--- src/rtl/mult_rr_scheduler_pkg.sv ---
// Shared constants, FSM state encoding and response-tag width helper for the
// round-robin multiplier scheduler.
package mult_sched_pkg;

    localparam int DEF_NUM_REQ = 4;
    localparam int DEF_WIDTH   = 4;

    localparam logic [1:0] S_IDLE = 2'd0;
    localparam logic [1:0] S_CALC = 2'd1;
    localparam logic [1:0] S_RESP = 2'd2;

    typedef enum logic [1:0] {
        ST_IDLE = S_IDLE,
        ST_CALC = S_CALC,
        ST_RESP = S_RESP
    } sched_state_t;

    // A single requester still needs a one-bit tag.
    function automatic int calc_id_w(input int num_req);
        int w;
        w = (num_req > 1) ? $clog2(num_req) : 1;
        return w;
    endfunction

endpackage

--- src/rtl/mult_rr_scheduler_rr_arbiter.sv ---
// Combinational round-robin arbiter: the search starts at the slot after ptr
// and wraps modulo NUM_REQ.
module rr_arbiter
    import mult_sched_pkg::*;
#(
    parameter  int NUM_REQ = DEF_NUM_REQ,
    localparam int ID_W    = calc_id_w(NUM_REQ)
) (
    input  logic [NUM_REQ-1:0] req,
    input  logic [ID_W-1:0]    ptr,
    output logic [NUM_REQ-1:0] grant_onehot,
    output logic [ID_W-1:0]    grant_idx
);

    logic [NUM_REQ-1:0] w_rot;
    logic               w_found;
    int                 w_ofs;
    int                 w_idx;
    int                 w_pos;

    // Rotate the request vector so the slot after ptr lands on bit 0.
    always_comb begin
        w_rot = '0;
        w_pos = 0;
        for (int k = 0; k < NUM_REQ; k++) begin
            w_pos = int'(ptr) + 1 + k;
            if (w_pos >= NUM_REQ) begin
                w_pos = w_pos - NUM_REQ;
            end else begin
                w_pos = w_pos;
            end
            w_rot[k] = req[ID_W'(w_pos)];
        end
    end

    // Lowest set bit of the rotated vector wins; map it back to an absolute index.
    always_comb begin
        w_found = 1'b0;
        w_ofs   = 0;
        for (int k = 0; k < NUM_REQ; k++) begin
            if (!w_found && w_rot[k]) begin
                w_found = 1'b1;
                w_ofs   = k;
            end else begin
                w_ofs   = w_ofs;
            end
        end
        w_idx = int'(ptr) + 1 + w_ofs;
        if (w_idx >= NUM_REQ) begin
            w_idx = w_idx - NUM_REQ;
        end else begin
            w_idx = w_idx;
        end
        grant_onehot = '0;
        grant_idx    = '0;
        if (w_found) begin
            grant_idx                   = ID_W'(w_idx);
            grant_onehot[ID_W'(w_idx)]  = 1'b1;
        end else begin
            grant_idx                   = '0;
        end
    end

endmodule

--- src/rtl/mult_rr_scheduler.sv ---
// Time-shares one external combinational multiplier among NUM_REQ requesters.
// Optional macro MULT_SCHED_ZERO_SKIP_EN: a zero operand bypasses CALC.
module mult_rr_scheduler
    import mult_sched_pkg::*;
#(
    parameter  int NUM_REQ = DEF_NUM_REQ,
    parameter  int WIDTH   = DEF_WIDTH,
    localparam int ID_W    = calc_id_w(NUM_REQ)
) (
    input  logic                     clk,
    input  logic                     rst_n,
    input  logic [NUM_REQ-1:0]       req_valid,
    output logic [NUM_REQ-1:0]       req_ready,
    input  logic [NUM_REQ*WIDTH-1:0] req_a,
    input  logic [NUM_REQ*WIDTH-1:0] req_b,
    output logic [WIDTH-1:0]         mul_a,
    output logic [WIDTH-1:0]         mul_b,
    input  logic [2*WIDTH-1:0]       mul_product,
    output logic                     rsp_valid,
    input  logic                     rsp_ready,
    output logic [ID_W-1:0]          rsp_id,
    output logic [2*WIDTH-1:0]       rsp_product
);

    sched_state_t       r_state;
    sched_state_t       w_next_state;
    logic [ID_W-1:0]    r_ptr;
    logic [ID_W-1:0]    r_op_id;
    logic [ID_W-1:0]    r_rsp_id;
    logic [ID_W-1:0]    w_grant_idx;
    logic [WIDTH-1:0]   r_op_a;
    logic [WIDTH-1:0]   r_op_b;
    logic [WIDTH-1:0]   w_sel_a;
    logic [WIDTH-1:0]   w_sel_b;
    logic [NUM_REQ-1:0] w_grant_onehot;
    logic [2*WIDTH-1:0] r_rsp_product;
    logic               r_rsp_valid;
    logic               w_accept;

    rr_arbiter #(.NUM_REQ(NUM_REQ)) u_rr_arbiter (
        .req          (req_valid),
        .ptr          (r_ptr),
        .grant_onehot (w_grant_onehot),
        .grant_idx    (w_grant_idx)
    );

    assign w_sel_a  = req_a[int'(w_grant_idx)*WIDTH +: WIDTH];
    assign w_sel_b  = req_b[int'(w_grant_idx)*WIDTH +: WIDTH];
    assign w_accept = (r_state == ST_IDLE) && (|req_valid);

`ifdef MULT_SCHED_ZERO_SKIP_EN
    logic w_zero_op;
    assign w_zero_op = (w_sel_a == {WIDTH{1'b0}}) || (w_sel_b == {WIDTH{1'b0}});
`endif

    assign rsp_valid   = r_rsp_valid;
    assign rsp_id      = r_rsp_id;
    assign rsp_product = r_rsp_product;

    // Next state plus the handshake and multiplier drives; the multiplier sees zeros outside CALC.
    always_comb begin
        w_next_state = r_state;
        req_ready    = '0;
        mul_a        = '0;
        mul_b        = '0;
        case (r_state)
            ST_IDLE: begin
                req_ready = w_grant_onehot;
                if (w_accept) begin
`ifdef MULT_SCHED_ZERO_SKIP_EN
                    w_next_state = w_zero_op ? ST_RESP : ST_CALC;
`else
                    w_next_state = ST_CALC;
`endif
                end else begin
                    w_next_state = ST_IDLE;
                end
            end
            ST_CALC: begin
                mul_a        = r_op_a;
                mul_b        = r_op_b;
                w_next_state = ST_RESP;
            end
            ST_RESP: begin
                if (r_rsp_valid && rsp_ready) begin
                    w_next_state = ST_IDLE;
                end else begin
                    w_next_state = ST_RESP;
                end
            end
            default: begin
                w_next_state = ST_IDLE;
            end
        endcase
    end

    // FSM state register.
    always_ff @(posedge clk or negedge rst_n) begin
        if (!rst_n) begin
            r_state <= ST_IDLE;
        end else begin
            r_state <= w_next_state;
        end
    end

    // Operand capture and round-robin pointer update on each accepted request.
    always_ff @(posedge clk or negedge rst_n) begin
        if (!rst_n) begin
            r_ptr   <= ID_W'(NUM_REQ - 1);
            r_op_a  <= '0;
            r_op_b  <= '0;
            r_op_id <= '0;
        end else if (w_accept) begin
            r_ptr   <= w_grant_idx;
            r_op_a  <= w_sel_a;
            r_op_b  <= w_sel_b;
            r_op_id <= w_grant_idx;
        end
    end

    // Response register; id and product deliberately hold after the response is consumed.
    always_ff @(posedge clk or negedge rst_n) begin
        if (!rst_n) begin
            r_rsp_valid   <= 1'b0;
            r_rsp_id      <= '0;
            r_rsp_product <= '0;
        end else begin
            case (r_state)
                ST_IDLE: begin
`ifdef MULT_SCHED_ZERO_SKIP_EN
                    if (w_accept && w_zero_op) begin
                        r_rsp_valid   <= 1'b1;
                        r_rsp_id      <= w_grant_idx;
                        r_rsp_product <= '0;
                    end else begin
                        r_rsp_valid   <= r_rsp_valid;
                    end
`else
                    r_rsp_valid <= r_rsp_valid;
`endif
                end
                ST_CALC: begin
                    r_rsp_valid   <= 1'b1;
                    r_rsp_id      <= r_op_id;
                    r_rsp_product <= mul_product;
                end
                ST_RESP: begin
                    if (r_rsp_valid && rsp_ready) begin
                        r_rsp_valid <= 1'b0;
                    end else begin
                        r_rsp_valid <= r_rsp_valid;
                    end
                end
                default: begin
                    r_rsp_valid <= 1'b0;
                end
            endcase
        end
    end

endmodule

--- config.mk ---
export PLATFORM = sky130hd
export DESIGN_NAME = mult_rr_scheduler
export DESIGN_NICKNAME = d
export VERILOG_FILES = /design/src/rtl/mult_rr_scheduler_pkg.sv /design/src/rtl/mult_rr_scheduler_rr_arbiter.sv /design/src/rtl/mult_rr_scheduler.sv
export SDC_FILE = /design/constraint.sdc
export NUM_CORES = 1
export LEC_CHECK = 0
export CAP_MARGIN = 20
export CORE_ASPECT_RATIO = 0.75
export CORE_UTILIZATION = 45
export CTS_CLUSTER_SIZE = 28
export DETAILED_ROUTE_END_ITERATION = 7
export HOLD_SLACK_MARGIN = 0.03
export PLACE_DENSITY_LB_ADDON = 0.25
export REMOVE_ABC_BUFFERS = 1
export SYNTH_ARGS = -nofsm -noshare
export SYNTH_HDL_FRONTEND = slang
export SYNTH_SLANG_ARGS = --single-unit
--- constraint.sdc ---
create_clock -name clk -period 4.5 [get_ports clk]
set_input_delay 0.675 -clock clk [delete_from_list [all_inputs] [get_ports clk]]
set_output_delay 0.675 -clock clk [all_outputs]
set_load 0.02 [all_outputs]
; ---- Yosys cells after proc, flatten, opt, wreduce, memory -nomap -nowiden
; Cells that the tools add are included.
[op_classes]
add_sub_neg = 10
order_cmp = 11
eq_ne = 3
shift = 2
n_mux = 36
bitwise_logic = 1
reduce_logical = 12
[op_table]
columns = operator, n
row1 = $ge 32x4->1 const B, 4
row2 = $shiftx 16x5->4, 2
row3 = $lt 2x4->1 const B, 5
row4 = $mux 2, 9
row5 = $mux 1, 16
row6 = $mux 4, 4
row7 = $sub 2x1->2 const B, 5
row8 = $add 3x2->4 const B, 2
row9 = $bmux 1 s2, 4
row10 = $logic_and 1x1->1, 6
row11 = $pmux 2 s3, 1
row12 = $add 3x1->4 const B, 1
row13 = $add 3x2->4, 1
row14 = $reduce_or 4->1, 1
row15 = $add 2x1->3 const B, 1
row16 = $ge 3x3->1 const B, 1
row17 = $logic_not 1->1, 3
row18 = $pmux 1 s3, 1
row19 = $demux 1 s2, 1
row20 = $eq 2x1->1 const B, 1
row21 = $eq 2x2->1 const B, 1
row22 = $ge 2x1->1 const B, 1
row23 = $logic_not 2->1, 1
row24 = $ne 2x2->1 const B, 1
row25 = other kinds (2), 2
[word_totals]
reg_bits = 25
out_inout_bits = 23

; ---- Depth between registers and ports, before layout
[logic_depth]
ltp_word = 25
mapped_depth = 12

; ---- By module
; Synthesis repeated with hierarchy kept, for this count alone.
[unflattened]
hier_cells = 121
area_unflattened_um2 = 1537.7
[by_module_without_submodules]
columns = mod, instances, cells_each, area_per_inst_um2
row1 = mult_rr_scheduler, 1, 81, 1255.0
row2 = rr_arbiter, 1, 40, 282.8

; ---- Least setup slack after synthesis
; No wires, ideal clock.
[synth_path]
path_type = input to output
startpoint = input port req_valid[3]
endpoint = output port req_ready[0]
arrival_time_ps = 2737
required_ps = 3825
setup_slack_ps = 1088
stages = 12
path_cell_list = buf_2 -> nor2b_1 -> a21oi_1 -> nor2_1 -> a21oi_1 -> a21oi_1 -> ha_1 -> xnor2_2 -> xnor2_2 -> nor4_4 -> nor2_1 -> nor3_1
[synth_via]
elab_chain_cells = 22
elab_cells_between_ends = 36
[synth_lines]
columns = item, line
row1 = from (decl), mult_rr_scheduler.sv:12  ; input logic [NUM_REQ-1:0] req_valid,
row2 = $bmux 1 s2, mult_rr_scheduler_rr_arbiter.sv:32  ; w_rot[k] = req[ID_W'(w_pos)];
row3 = $mux 1 (not written as such) (2 in series), mult_rr_scheduler_rr_arbiter.sv:32
row4 = $mux 1, mult_rr_scheduler_rr_arbiter.sv:41  ; if (!w_found && w_rot[k]) begin
row5 = $logic_not 1->1, mult_rr_scheduler_rr_arbiter.sv:41
row6 = $logic_and 1x1->1, mult_rr_scheduler_rr_arbiter.sv:41
row7 = $mux 1, mult_rr_scheduler_rr_arbiter.sv:41
row8 = $logic_not 1->1, mult_rr_scheduler_rr_arbiter.sv:41
row9 = $logic_and 1x1->1, mult_rr_scheduler_rr_arbiter.sv:41
row10 = (+5 left out), --
row11 = $ge 32x4->1 / $sub 2x1->2 (equally long branches), "mult_rr_scheduler_rr_arbiter.sv:49, mult_rr_scheduler_rr_arbiter.sv:50"
row12 = $mux 2, mult_rr_scheduler_rr_arbiter.sv:49  ; if (w_idx >= NUM_REQ) begin
row13 = $lt 2x4->1 (not written as such) / $ge 2x1->1 (equally long branches), mult_rr_scheduler_rr_arbiter.sv:58  ; grant_onehot[ID_W'(w_idx)] = 1'b1;
row14 = $logic_and 1x1->1 (not written as such), mult_rr_scheduler_rr_arbiter.sv:58
row15 = $mux 1 (not written as such), mult_rr_scheduler_rr_arbiter.sv:58
row16 = $demux 1 s2, --
row17 = $mux 4 *, mult_rr_scheduler_rr_arbiter.sv:56  ; if (w_found) begin
row18 = $mux 4 *, mult_rr_scheduler.sv:66  ; case (r_state)
row19 = to (decl), mult_rr_scheduler.sv:13  ; output logic [NUM_REQ-1:0] req_ready,
; Mark *: on every way between the ends. The rest lies on a longest branch, timed or not. The select of a mux whose other input is x is not followed.

; ---- Worst setup path in the final report
; Ends and elaborated chain as after synthesis.

==> reports/results.ini <==
[power_and_ir_drop]
pwr-share-clk_pct = 7.4
power.density_nw_per_um2 = 766.0
p_leak_nw = 0.9404
intPower_mw = 0.9884
switching_power_mw = 0.7999
seqPwrFrac_pct = 24.3
p_sw_share_pct = 44.73
combinationalPowerShare_pct = 68.3
peakVddDrop_mv = 0.3458

[critical_path]
max_stage_delay_ns = 0.63
cp-end-kind = primary output
crit_chain = clkdlybuf4s50_1 > nor2b_1 > a21oi_1 > nor2_1 > a21oi_1 > a21oi_1 > ha_1 > xnor2_2 > xnor2_2 > a31oi_4 > nor2_1 > nor3_1 > clkdlybuf4s50_1
cp.required_ns = 3.83
slowest_stage = clkdlybuf4s50_1
cp_max_fo = 9
cp-start-kind = input pin
cp_data_arrival_time_ns = 3.44
critPathKind = in -> out
cp_common_cell = a21oi_1
cp_top_family = buffers and inverters
worst-path-buf-inv = 2

[clocking]
cts-htree-levels = 1
clock_latency_ns = 0.27
clkTransAtPathRegs_ns = 0.09
cts_buffer_depth = 2
cts_root_buf = clkbuf_8
cts_tree = done
ctsHoldBuffers = 0
cts_sinks = 25
cts_buffers = 3

[detailed_routing]
post_drt_wl_per_cell_microns = 15.80
firstDrtPassIters = 5
drc = 0
final_antenna_net_count = 0
dr.first_iter.drc_count = 81
vias = 1474
viasPerCell = 5.713
finalWirelength_mm = 4.076

[grt]
gr-total-overflow = 0
grt_max_degree = 26
use_met3_pct = 5.333
grt-busiest-layer = met2
grt_use_total_pct = 23.32
gr-usage-met1_pct = 27.39
grt_pass1_vias = 1408
antenna_found_initial = 0
grt_pass1_wl_mm = 6.548
use_met2_pct = 42.70

[floorplan]
die_w_microns = 70.43
dieArea_sq_um = 3755
rows = 18
initial_core_util_pct = 47.73
fp.dieH_microns = 53.32
core_sq_um = 3311
ios = 70

[yosys]
synth_top_area_share_pct = 36.42
synth_common_cells = dfrtp_1 (23), and2_1 (16), nand2_1 (15)
synth_top_area_cell = dfrtp_1
synth_cells = 154
ys_seq_area_share_pct = 39.75
avgSynthCellArea_sq_um = 10.26
ys_warn_count = 0
ys_ff_latch = 25
synth_area_leaders = dfrtp_1 (36%), mux2_2 (7.1%), and2_1 (6.3%)
synth.most_common_cell = dfrtp_1
syn_area_sq_um = 1580
synth_edf_count = 0
async_flop_share_pct = 100.0
ys_types = 39
ys.flop_type = dfrtp_1

[cells_and_area]
postLayoutCellArea_sq_um = 2335
area_growth_pct = 47.74
num-nets-final = 267
drive_gt1_share_pct = 14.22
stdcell_count = 258
antenna_cells = 0
fill_cells = 247

[timing]
min_period_ns = 4.112
setup_viol = 0
fmax_mhz = 243.2
hold_viol = 0
setup_tns_ns = 0
relSlewSlack_pct = 59.55
max_slew.worst_pin.slew_ns = 0.6017
finClkSkew_ns = 0.005939
slew_violations = 0
fin_crit_sh_pct = 91.37
rsz0062_at_grt = false

[place]
place_area_sq_um = 2257
io_buffers = 67
place.gp.congestion = 0.8532
hpwl_mm = 3.138
dp_cells = 253

[flow_run]
maxCapViolCount = 0

[worst_hold_path]
hp-class = reg -> reg

[status]
status = completed

cell usage in the layout, fill, tap and decap left out, types with 4 or more instances in the layout:
master	count
a2111oi_0	6
a21oi_1	4
a222oi_1	8
and2_1	16
buf_4	4
clkdlybuf4s50_1	65
dfrtp_1	23
mux2_2	10
nand2_1	15
nand2b_1	4
nor2_1	6
nor2b_1	4
o21ai_1	4
o31ai_1	8
worst reg2reg max path, cell delays in order, from the launching register on:
cell and delay (ns):
dfstp_2 0.66, nand2b_1 0.16, nor2_1 0.05, nor3_1 0.14
a21oi_1 0.06, ha_1 0.47, inv_1 0.30, nor2_1 0.51
a222oi_1 0.16, o31ai_1 0.28
area by class of cell:
class | count | area, sq um | area share (%)
multi-input cells | 113 | 863.3 | 36.98
repair buffers | 72 | 733.2 | 31.40
flip-flops and latches | 25 | 628.1 | 26.90
well taps | 40 | 50.05 | 2.144
clock buffers | 4 | 45.04 | 1.929
inverters | 4 | 15.01 | 0.6431
kinds of logic (layout without fill, tap and decap cells):
kind of cell	Yosys count	count (layout)	synth area share (%)
AOI/OAI and AO/OA	41	41	22.09
xor gates and xnor gates	3	3	3.088
adders and majority gates	1	1	0.7916
buffers and inverters	17	80	5.859
DFF	25	25	39.75
muxes	11	11	7.759
other	1	2	0.2373
and+or+nand+nor	55	55	20.43
power groups by stage:
| stage | clock [mW] | sequential, mW | combinational (mW) |
|---|---|---|---|
| global placement | 0 | 0.430 | 1.19 |
| global route | 0.146 | 0.451 | 1.31 |
| floorplan | 0 | 0.484 | 0.751 |
| finish | 0.133 | 0.435 | 1.22 |
| detailed placement | 0 | 0.438 | 1.21 |
| CTS | 0.134 | 0.434 | 1.21 |
worst paths after layout:
path,slack [ns],depth (start not counted),start,to
max reg2reg,1.62,9,r_ptr[1]$_DFFE_PN1P_,r_op_a[0]$_DFFE_PN0P_
min in group asynchronous,0.74,1,rst_n,rsp_product[2]$_DFFE_PN0P_
min,0.47,2,r_op_b[3]$_DFFE_PN0P_,r_op_b[3]$_DFFE_PN0P_
max,0.39,13,req_valid[3],req_ready[0]
min reg2reg,0.47,2,r_op_b[3]$_DFFE_PN0P_,r_op_b[3]$_DFFE_PN0P_
max in group asynchronous,3.22,2,rst_n,r_ptr[0]$_DFFE_PN1P_
per-layer routing:
metal	part of all wire, %	routed length, microns
met5	0	0
met4	0.54	22
met3	5.8	236
met2	51	2079
met1	43	1737
registers in the layout, summed over array words and instances, names as in the netlist:
name and cells:
rsp_valid 1, r_ptr 2, r_op_b 4, r_op_a 4, r_state 2, rsp_product 8, r_op_id 2, rsp_id 2
repair_timing:
| item | in CTS | in global routing |
|---|---|---|
| endpoints found under the setup margin | 0 | 1 |
| gates resized for setup | 0 | 2 |
| buffers inserted | 0 | 0 |
| hold endpoints to repair | 0 | 0 |
per-stage QoR:
stage | util (%) | hold WS (ns) | total power [mW] | setup WS [ns]
2_1_floorplan | - | 0.3794 | 1.235 | 1.236
3_3_place_gp | 68.18 | 0.4593 | 1.616 | 0.2724
3_5_place_dp | 68.18 | 0.4584 | 1.648 | 0.1558
4_1_cts | 69.54 | 0.4775 | 1.783 | 0.1606
5_1_grt | 70.52 | 0.4936 | 1.907 | 0.1858
6_report | 70.52 | 0.4733 | 1.788 | 0.3882
Note: power is estimated with default switching activity, not from simulation.
